File: src/rtl/dpcm_decoder_if.sv
// Stream interface for the DPCM decoder: delta input channel, sample output channel, status.
// Latency: none, wiring only.
// Backpressure: the input side stalls on in_ready; the output side is held by out_ready.
interface dpcm_decoder_if #(
  parameter int WIDTH = 32
);
  logic             in_valid;
  logic             in_ready;
  logic [WIDTH-1:0] in_data;
  logic             in_sign;
  logic             in_sof;
  logic             out_valid;
  logic             out_ready;
  logic [WIDTH-1:0] out_data;
  logic [15:0]      sample_count;
  logic             err_nosof;

  // Producer/consumer environment around the decoder
  modport master (
    output in_valid, in_data, in_sign, in_sof, out_ready,
    input  in_ready, out_valid, out_data, sample_count, err_nosof
  );

  // The decoder itself
  modport slave (
    input  in_valid, in_data, in_sign, in_sof, out_ready,
    output in_ready, out_valid, out_data, sample_count, err_nosof
  );
endinterface

File: src/rtl/dpcm_decoder.sv
// Rebuilds samples from signed DPCM deltas (SOF word seeds the accumulator) into an output FIFO.
// Latency: one cycle from input accept to out_valid; no combinational in-to-out path.
// Backpressure: in_ready drops when the FIFO is full (registered count only); out_ready pops the head.
module dpcm_decoder #(
  parameter int WIDTH    = 32,
  parameter int DEPTH    = 4,
  parameter int SATURATE = 0
) (
  input logic          clk,
  input logic          rst,
  dpcm_decoder_if.slave bus
);

  localparam int AW = (DEPTH > 1) ? $clog2(DEPTH) : 1;
  localparam int CW = AW + 1;

  localparam logic [0:0] ST_IDLE = 1'b0;
  localparam logic [0:0] ST_RUN  = 1'b1;

  logic [0:0]       state_q, state_d;
  logic [WIDTH-1:0] acc_q, acc_d;
  logic [15:0]      smp_cnt_q, smp_cnt_d;
  logic             err_q, err_d;
  logic [AW-1:0]    wr_ptr_q, wr_ptr_d;
  logic [AW-1:0]    rd_ptr_q, rd_ptr_d;
  logic [CW-1:0]    count_q, count_d;
  logic [WIDTH-1:0] mem_q [DEPTH];

  logic             in_rdy;
  logic             out_vld;
  logic             accept;
  logic             pop;
  logic             push;
  logic [WIDTH-1:0] push_dat;
  logic [WIDTH:0]   sum_w;
  logic [WIDTH:0]   diff_w;
  logic [WIDTH-1:0] next_acc;

  // DEPTH is a power of two, so the count MSB alone flags a full FIFO
  assign in_rdy  = ~count_q[AW];
  assign out_vld = |count_q;
  assign accept  = bus.in_valid & in_rdy;
  assign pop     = out_vld & bus.out_ready;

  assign bus.in_ready     = in_rdy;
  assign bus.out_valid    = out_vld;
  assign bus.out_data     = out_vld ? mem_q[rd_ptr_q] : '0;
  assign bus.sample_count = smp_cnt_q;
  assign bus.err_nosof    = err_q;

  // One extra bit on both operands exposes add carry-out and subtract borrow
  assign sum_w  = {1'b0, acc_q} + {1'b0, bus.in_data};
  assign diff_w = {1'b0, acc_q} - {1'b0, bus.in_data};

  // Next accumulator value from a delta, wrapping or clamping at the range ends
  always_comb begin
    next_acc = sum_w[WIDTH-1:0];
    if (bus.in_sign) begin
      if ((SATURATE != 0) && diff_w[WIDTH]) begin
        next_acc = '0;
      end else begin
        next_acc = diff_w[WIDTH-1:0];
      end
    end else begin
      if ((SATURATE != 0) && sum_w[WIDTH]) begin
        next_acc = '1;
      end else begin
        next_acc = sum_w[WIDTH-1:0];
      end
    end
  end

  // Frame state, accumulator, sample counter and the no-SOF error flag
  always_comb begin
    state_d   = state_q;
    acc_d     = acc_q;
    smp_cnt_d = smp_cnt_q;
    err_d     = err_q;
    push      = 1'b0;
    push_dat  = next_acc;
    if (accept) begin
      if (bus.in_sof) begin
        acc_d     = bus.in_data;
        push_dat  = bus.in_data;
        push      = 1'b1;
        smp_cnt_d = 16'd1;
        state_d   = ST_RUN;
      end else if (state_q == ST_RUN) begin
        acc_d     = next_acc;
        push      = 1'b1;
        smp_cnt_d = smp_cnt_q + 16'd1;
      end else begin
        // No reference sample yet: the delta is consumed and dropped
        err_d = 1'b1;
      end
    end
  end

  // FIFO pointer and occupancy update; pointers wrap naturally at DEPTH
  always_comb begin
    wr_ptr_d = push ? wr_ptr_q + AW'(1) : wr_ptr_q;
    rd_ptr_d = pop  ? rd_ptr_q + AW'(1) : rd_ptr_q;
    count_d  = count_q;
    case ({push, pop})
      2'b10:   count_d = count_q + CW'(1);
      2'b01:   count_d = count_q - CW'(1);
      default: count_d = count_q;
    endcase
  end

  // Control and status registers with synchronous reset
  always_ff @(posedge clk) begin
    if (rst) begin
      state_q   <= ST_IDLE;
      acc_q     <= '0;
      smp_cnt_q <= '0;
      err_q     <= 1'b0;
      wr_ptr_q  <= '0;
      rd_ptr_q  <= '0;
      count_q   <= '0;
    end else begin
      state_q   <= state_d;
      acc_q     <= acc_d;
      smp_cnt_q <= smp_cnt_d;
      err_q     <= err_d;
      wr_ptr_q  <= wr_ptr_d;
      rd_ptr_q  <= rd_ptr_d;
      count_q   <= count_d;
    end
  end

  // FIFO storage; contents become unreachable on reset because the pointers clear
  always_ff @(posedge clk) begin
    if (push) begin
      mem_q[wr_ptr_q] <= push_dat;
    end
  end

endmodule

File: src/flat_wrapper.sv
// flat-port wrapper written by rule: the top's interface ports become plain ports
module dpcm_decoder_flat 
#(
  parameter int WIDTH    = 32,
  parameter int DEPTH    = 4,
  parameter int SATURATE = 0
)
  (clk, rst, bus_in_valid, bus_in_data, bus_in_sign, bus_in_sof, bus_out_ready, bus_in_ready, bus_out_valid, bus_out_data, bus_sample_count, bus_err_nosof);
  dpcm_decoder_if #(.WIDTH(WIDTH)) bus_i ();
  input logic clk;
  input logic rst;
  input wire logic [$bits(bus_i.in_valid)-1:0] bus_in_valid;
  input wire logic [$bits(bus_i.in_data)-1:0] bus_in_data;
  input wire logic [$bits(bus_i.in_sign)-1:0] bus_in_sign;
  input wire logic [$bits(bus_i.in_sof)-1:0] bus_in_sof;
  input wire logic [$bits(bus_i.out_ready)-1:0] bus_out_ready;
  output wire logic [$bits(bus_i.in_ready)-1:0] bus_in_ready;
  output wire logic [$bits(bus_i.out_valid)-1:0] bus_out_valid;
  output wire logic [$bits(bus_i.out_data)-1:0] bus_out_data;
  output wire logic [$bits(bus_i.sample_count)-1:0] bus_sample_count;
  output wire logic [$bits(bus_i.err_nosof)-1:0] bus_err_nosof;
  assign bus_i.in_valid = bus_in_valid;
  assign bus_i.in_data = bus_in_data;
  assign bus_i.in_sign = bus_in_sign;
  assign bus_i.in_sof = bus_in_sof;
  assign bus_i.out_ready = bus_out_ready;
  assign bus_in_ready = bus_i.in_ready;
  assign bus_out_valid = bus_i.out_valid;
  assign bus_out_data = bus_i.out_data;
  assign bus_sample_count = bus_i.sample_count;
  assign bus_err_nosof = bus_i.err_nosof;
  dpcm_decoder #(.WIDTH(WIDTH), .DEPTH(DEPTH), .SATURATE(SATURATE)) u_core (.clk(clk), .rst(rst), .bus(bus_i));
endmodule
File: config.mk
export PLATFORM = sky130hd
export DESIGN_NAME = dpcm_decoder_flat
export DESIGN_NICKNAME = d
export VERILOG_FILES = /design/src/rtl/dpcm_decoder_if.sv /design/src/rtl/dpcm_decoder.sv /design/src/flat_wrapper.sv
export SDC_FILE = /design/constraint.sdc
export NUM_CORES = 1
export LEC_CHECK = 0
export CORE_UTILIZATION = 25
export DETAILED_ROUTE_END_ITERATION = 6
export MAX_ROUTING_LAYER = met4
export PLACE_DENSITY = 0.45
export SLEW_MARGIN = 30
export SYNTH_ARGS = -nofsm -noshare
export SYNTH_HDL_FRONTEND = slang
export SYNTH_SLANG_ARGS = --single-unit
File: constraint.sdc
create_clock -name clk -period 4.12 [get_ports clk]
set_clock_uncertainty 0.1 [all_clocks]
set_input_delay 0.412 -clock clk [delete_from_list [all_inputs] [get_ports clk]]
set_output_delay 0.412 -clock clk [all_outputs]
set_load 0.01 [all_outputs]
* After elaboration in Yosys (flattened, before gate mapping) *
Memories as Yosys holds them, arrays and structs flattened. A register that Yosys moved wholly into a read port is not among the register bits.
Cells that the tools add are included.

word-level totals
  bits in registers = 57
  word-level logic and storage cells = 44
  input bits = 38
  memories kept = 1
  memory bits (writable) = 128
  output and inout bits = 51

memory list
  name          words  bits a word  read ports  clocked after Yosys merged registers in  write ports  line                text
  u_core.mem_q  4      32           1           1                                        1            dpcm_decoder.sv:27  logic [WIDTH-1:0] mem_q [DEPTH];

cells by class
  $add $sub $neg = 7
  multiplexer cells = 16
  equal/unequal tests = 2
  reductions and logical operators = 6
  bitwise operators = 5

operator list
  operator               number
  $mux 32                6
  $add 32x32->32         1
  $mux 16                2
  $sub 32x32->32         1
  $add 16x1->16 const B  1
  $pmux 3 s2             1
  $mux 1                 5
  $add 2x1->2 const B    2
  $mux 2                 2
  $reduce_and 2->1       2
  $reduce_bool 2->1      2
  $add 3x1->3 const B    1
  $not 1->1              3
  $reduce_and 3->1       1
  $reduce_or 3->1        1
  $sub 3x1->3 const B    1
  $and 1x1->1            2
  $eq 2x1->1 const B     1
  $eq 2x2->1 const B     1

* Logic depth before layout (Yosys ltp) *
  depth in word-level cells = 5
  gate-level depth with buffers = 17
  depth with buffers taken out = 17

* Least setup slack after synthesis *
Ideal clock, no wire load.

  path kind = in2reg
  start point = input bus_in_data[5]
  end point = memory u_core.mem_q[0][31], data pin
  slack = 0.076 ns
  data required time = 3.814 ns
  buffers on the path = 1
  stages on the path = 16
  arrival = 3.738 ns
  cell sequence = or3_1 nor3_1 and3b_1 and2_1 a21oi_1 xnor2_1 ha_1 clkbuf_1 a21o_1 a31oi_1 o21a_1 o211ai_1 a41o_1 a31oi_1 mux2_2 nor4_2

on the way
  word-level cells in the longest chain between the ends = 4

RTL lines
  item                                              line                                    text
  start, declared                                   flat_wrapper.sv:13                      input wire logic [$bits(bus_i.in_data)-1:0] bus_in_data;
  $add 32x32->32 or $sub 32x32->32 (tied branches)  dpcm_decoder.sv:52, dpcm_decoder.sv:53
  $mux 32 *                                         dpcm_decoder.sv:58                      if (bus.in_sign) begin
  $mux 32                                           dpcm_decoder.sv:82                      if (bus.in_sof) begin
  $mux 32 *                                         dpcm_decoder.sv:81                      if (accept) begin
  named net u_core.push_dat[31]                     dpcm_decoder.sv:34                      logic [WIDTH-1:0] push_dat;
  end, declared                                     dpcm_decoder.sv:27

Mark *: on every way through the listed nets, which the timed path passes. The rest lies on a longest branch.

* Worst setup path after layout *
  start point = input bus_in_data[5]
  end point = memory u_core.mem_q[1][26], data pin

The elaborated chain is that of the path after synthesis.

==> impl_metrics.toml <==
[sta]
max-slew-margin-rel = 0.474
final_min_period_over_clock_period = 0.970
fin_worst_hold_slack_ns = 0.367
fin_ws_ns = 0.124
final_worst_path_period_need_ns = 4.00
timing_worst_slew_pin_value_ns = 0.780
finalSetupTns_ns = 0
achievable-frequency_ghz = 0.250
hold_violations = 0
report.final.setup_viol = 0
final-max-slew-violation-count = 0

[cells_and_area]
post-route-cell-area_um2 = 13500
areaGrowthSynthToFinish_pct = 35.5
layout.cells.most_common = "sky130_fd_sc_hd__buf_4"
layout_common_cells = "sky130_fd_sc_hd__buf_4, sky130_fd_sc_hd__edfxtp_1, sky130_fd_sc_hd__clkdlybuf4s50_1, sky130_fd_sc_hd__nand2_1, sky130_fd_sc_hd__nor2_1"
instances_no_fill = 1682
final_layout_size_suffix_gt1_frac = 0.251
numnets_final = 1229
insertedDiodeCount = 0
post-route-util = 0.347

[floorplan]
die-height_um = 202
core_region_area_um2 = 39000
dieArea_um2 = 40700
num_rows = 72
num_io_pins = 89
floorplan.initialDensity = 0.256
dieWidth_um = 202

[clock_tree]
cts-buffers-inserted = 17
clk_root_buffer_cell = "sky130_fd_sc_hd__clkbuf_16"
clock_tree.buffer_depth = 2
holdBufCountCts = 0
ctsHtreeMaxLevel = 4
cts_tree = "built"
clkSlewWorstSetupHoldPaths_ns = 0.08
cts.sink_count = 187
worstSkewPairLatency_ns = 0.45

[placement]
numPlacedInstances = 1647
postPlaceCellArea_um2 = 12700
placement.setup.worst_slack_ns = -0.800
gpl.final_weighted_congestion = 0.867
port_buffers = 88
detailed_place_hpwl_um = 21500

[logic_synthesis]
ys_async_sr_fraction = 0
syn_inst = 905
synth_cell_types = 61
syn_area_um2 = 9970
synth-seq-cells = 187
synth_area_leaders = "sky130_fd_sc_hd__edfxtp_1, sky130_fd_sc_hd__dfxtp_1, sky130_fd_sc_hd__mux4_2"
synth_sequential_area_ratio = 0.504
yosysTopAreaCell = "sky130_fd_sc_hd__edfxtp_1"
yosys_warnings = 0
synth_enable_flop_cells = 128
synth_nets = 983
synth-main-ff-cell = "sky130_fd_sc_hd__edfxtp_1"
avgSynthCellArea_um2 = 11.0
synth_top_area_frac = 0.385

[global_route]
first_global_vias = 7920
wire_length_of_the_first_global_routing_pass_um = 45800
grt_antenna_before_repair = 0
global_route.usage.total = 0.152
grt_start_max_net_pins = 42
global_route.overflow_total = 0

[worst_setup_path]
timing.setup.critical_path_class = "primary input to register"
critPathBufInv = 5
crit_path_max_incr_delay_ns = 0.42
critical_path.endpoint_type = "register"
crit_arrival_ns = 4.10
cpMostUsedCell = "sky130_fd_sc_hd__buf_4"
critical-path-slowest-cell = "sky130_fd_sc_hd__clkdlybuf4s50_1"
worst-endpoint-required_ns = 4.22
cp-start-kind = "primary input"
path_delay_family = "compound AO/OA/AOI/OAI gates"
cp_cell_sequence = "clkdlybuf4s50_1, or3_4, buf_4, and4b_2, and2_4, buf_4, a21oi_1, xnor2_1, ha_2, a2111oi_4, a21oi_2, a31oi_1, buf_4, xnor2_1, o21ai_0, buf_4"
cp_max_fo = 5

[drt]
metal1_wirelength_um = 14300
dr.first_iter.drc_count = 457
drc = 0
detailroute.via_count = 7625
avgRoutedWirePerCell_um = 17.4
route.final.wire_length_um = 29300
detail-route-antenna-nets = 0
via_per_inst = 4.53
drtPass1Iterations = 4
top_layer_used = "met4"
met3WireLength_um = 990
met2_wirelength_um = 13600

[power]
part_of_the_total_power_dissipated_in_sequential_elements = 0.349
switching_part_of_the_total = 0.341
net-switching-power_mw = 2.38
total_power_mw = 6.98
power.ir.vdd_worst_uv = 289
total_leakage_power_nw = 5.08
relative_contribution_of_combinational_cells_to_total_power = 0.409
p_per_area_nw_per_um2 = 517
internal-power_mw = 4.60
clkPwrFrac = 0.243

[hold_path]
hold_class = "register to register"

[job]
max_cap_viol_count = 0

[run_status]
run_status = "finished, final reports clean"
worst min-delay path, delay by kind of cell (launching register included):
kind,cells,cell delay (ns)
flip-flops,1,0.32
AND/OR/NAND/NOR,1,0.05
AO/OA/AOI/OAI,1,0.05
power by group through the flow:
stage	sequential (mW)	combinational [mW]	clock (mW)
after floorplan	2.43	1.44	0
after global placement	2.47	2.81	0
after detailed placement	2.48	2.82	0
after CTS	2.44	2.84	1.74
after global routing	2.46	3.14	1.82
final	2.43	2.85	1.70
cell usage after synthesis, types with 2 or more instances:
library cell,n
sky130_fd_sc_hd__a211oi_1,7
sky130_fd_sc_hd__a21o_1,16
sky130_fd_sc_hd__a21oi_1,69
sky130_fd_sc_hd__a221o_1,2
sky130_fd_sc_hd__a221oi_1,2
sky130_fd_sc_hd__a22oi_1,8
sky130_fd_sc_hd__a31oi_1,12
sky130_fd_sc_hd__and2_1,40
sky130_fd_sc_hd__and3_1,8
sky130_fd_sc_hd__buf_1,9
sky130_fd_sc_hd__buf_2,2
sky130_fd_sc_hd__clkbuf_1,35
sky130_fd_sc_hd__dfxtp_1,59
sky130_fd_sc_hd__edfxtp_1,128
sky130_fd_sc_hd__fa_1,2
sky130_fd_sc_hd__ha_1,38
sky130_fd_sc_hd__inv_1,22
sky130_fd_sc_hd__mux2_2,5
sky130_fd_sc_hd__mux2i_1,9
sky130_fd_sc_hd__mux4_2,32
sky130_fd_sc_hd__nand2_1,87
sky130_fd_sc_hd__nand2b_1,2
sky130_fd_sc_hd__nand3_1,16
sky130_fd_sc_hd__nand4_1,9
sky130_fd_sc_hd__nor2_1,78
sky130_fd_sc_hd__nor2b_1,4
sky130_fd_sc_hd__nor3_1,14
sky130_fd_sc_hd__nor3b_1,4
sky130_fd_sc_hd__nor4_1,6
sky130_fd_sc_hd__nor4b_1,2
sky130_fd_sc_hd__o2111ai_1,2
sky130_fd_sc_hd__o211a_1,2
sky130_fd_sc_hd__o211ai_1,7
sky130_fd_sc_hd__o21a_1,2
sky130_fd_sc_hd__o21ai_0,52
sky130_fd_sc_hd__o21ai_1,2
sky130_fd_sc_hd__o21bai_1,3
sky130_fd_sc_hd__o221ai_1,2
sky130_fd_sc_hd__o22ai_1,4
sky130_fd_sc_hd__o2bb2ai_1,3
sky130_fd_sc_hd__or3_1,4
sky130_fd_sc_hd__xnor2_1,50
sky130_fd_sc_hd__xor2_1,27
final cells by class:
type	count	area, um2
multi-input combinational	649	4840
sequential	187	5030
timing repair buffer	274	2300
clock buffer	17	425
clock inverter	15	191
tap	518	648
fill	3889	25500
inverter	22	82.6
layer usage:
metal,global-route usage,vias to the layer above
li1,-,3823
met1,0.202,3669
met2,0.240,110
met3,0.0253,23
met4,0.0390,0
met5,-,-
sequential cells by signal (all words and copies together), names as in the netlist, named ones only:
signal and count:
u_core.rd_ptr_q 2, u_core.state_q 1, u_core.bus.err_nosof 1, u_core.wr_ptr_q 2, u_core.count_q 3, u_core.acc_q 32
u_core.mem_q 128, u_core.bus.sample_count 16
worst paths after layout:
kind / from / end / slack (ns) / cells past startpoint
setup / recovery: bus_in_data[5] / u_core.mem_q[1][26]$_DFFE_PP_ / 0.12 / 16
hold / removal: u_core.acc_q[2]$_SDFFE_PP0P_ / u_core.acc_q[2]$_SDFFE_PP0P_ / 0.37 / 2
setup reg to reg: u_core.acc_q[0]$_SDFFE_PP0P_ / u_core.mem_q[3][18]$_DFFE_PP_ / 0.78 / 14
hold reg to reg: u_core.acc_q[2]$_SDFFE_PP0P_ / u_core.acc_q[2]$_SDFFE_PP0P_ / 0.37 / 2
kinds of logic (layout without fill, tap and decap cells):
family | count (synthesis) | in the layout | share of synthesized area
muxes | 46 | 46 | 0.0869
xor gates and xnor gates | 78 | 78 | 0.0704
buffers and inverters | 69 | 328 | 0.0263
AOI/OAI and AO/OA | 203 | 203 | 0.125
adders and majority gates | 40 | 40 | 0.0517
DFF | 187 | 187 | 0.504
and+or+nand+nor | 282 | 282 | 0.136
repair_timing:
| action | in CTS | in global routing |
|---|---|---|
| pin swaps | 0 | 8 |
| setup endpoints to repair | 44 | 58 |
| resized for setup | 10 | 34 |
| buffers inserted | 0 | 3 |
Note: power is estimated with default switching activity, not from simulation.
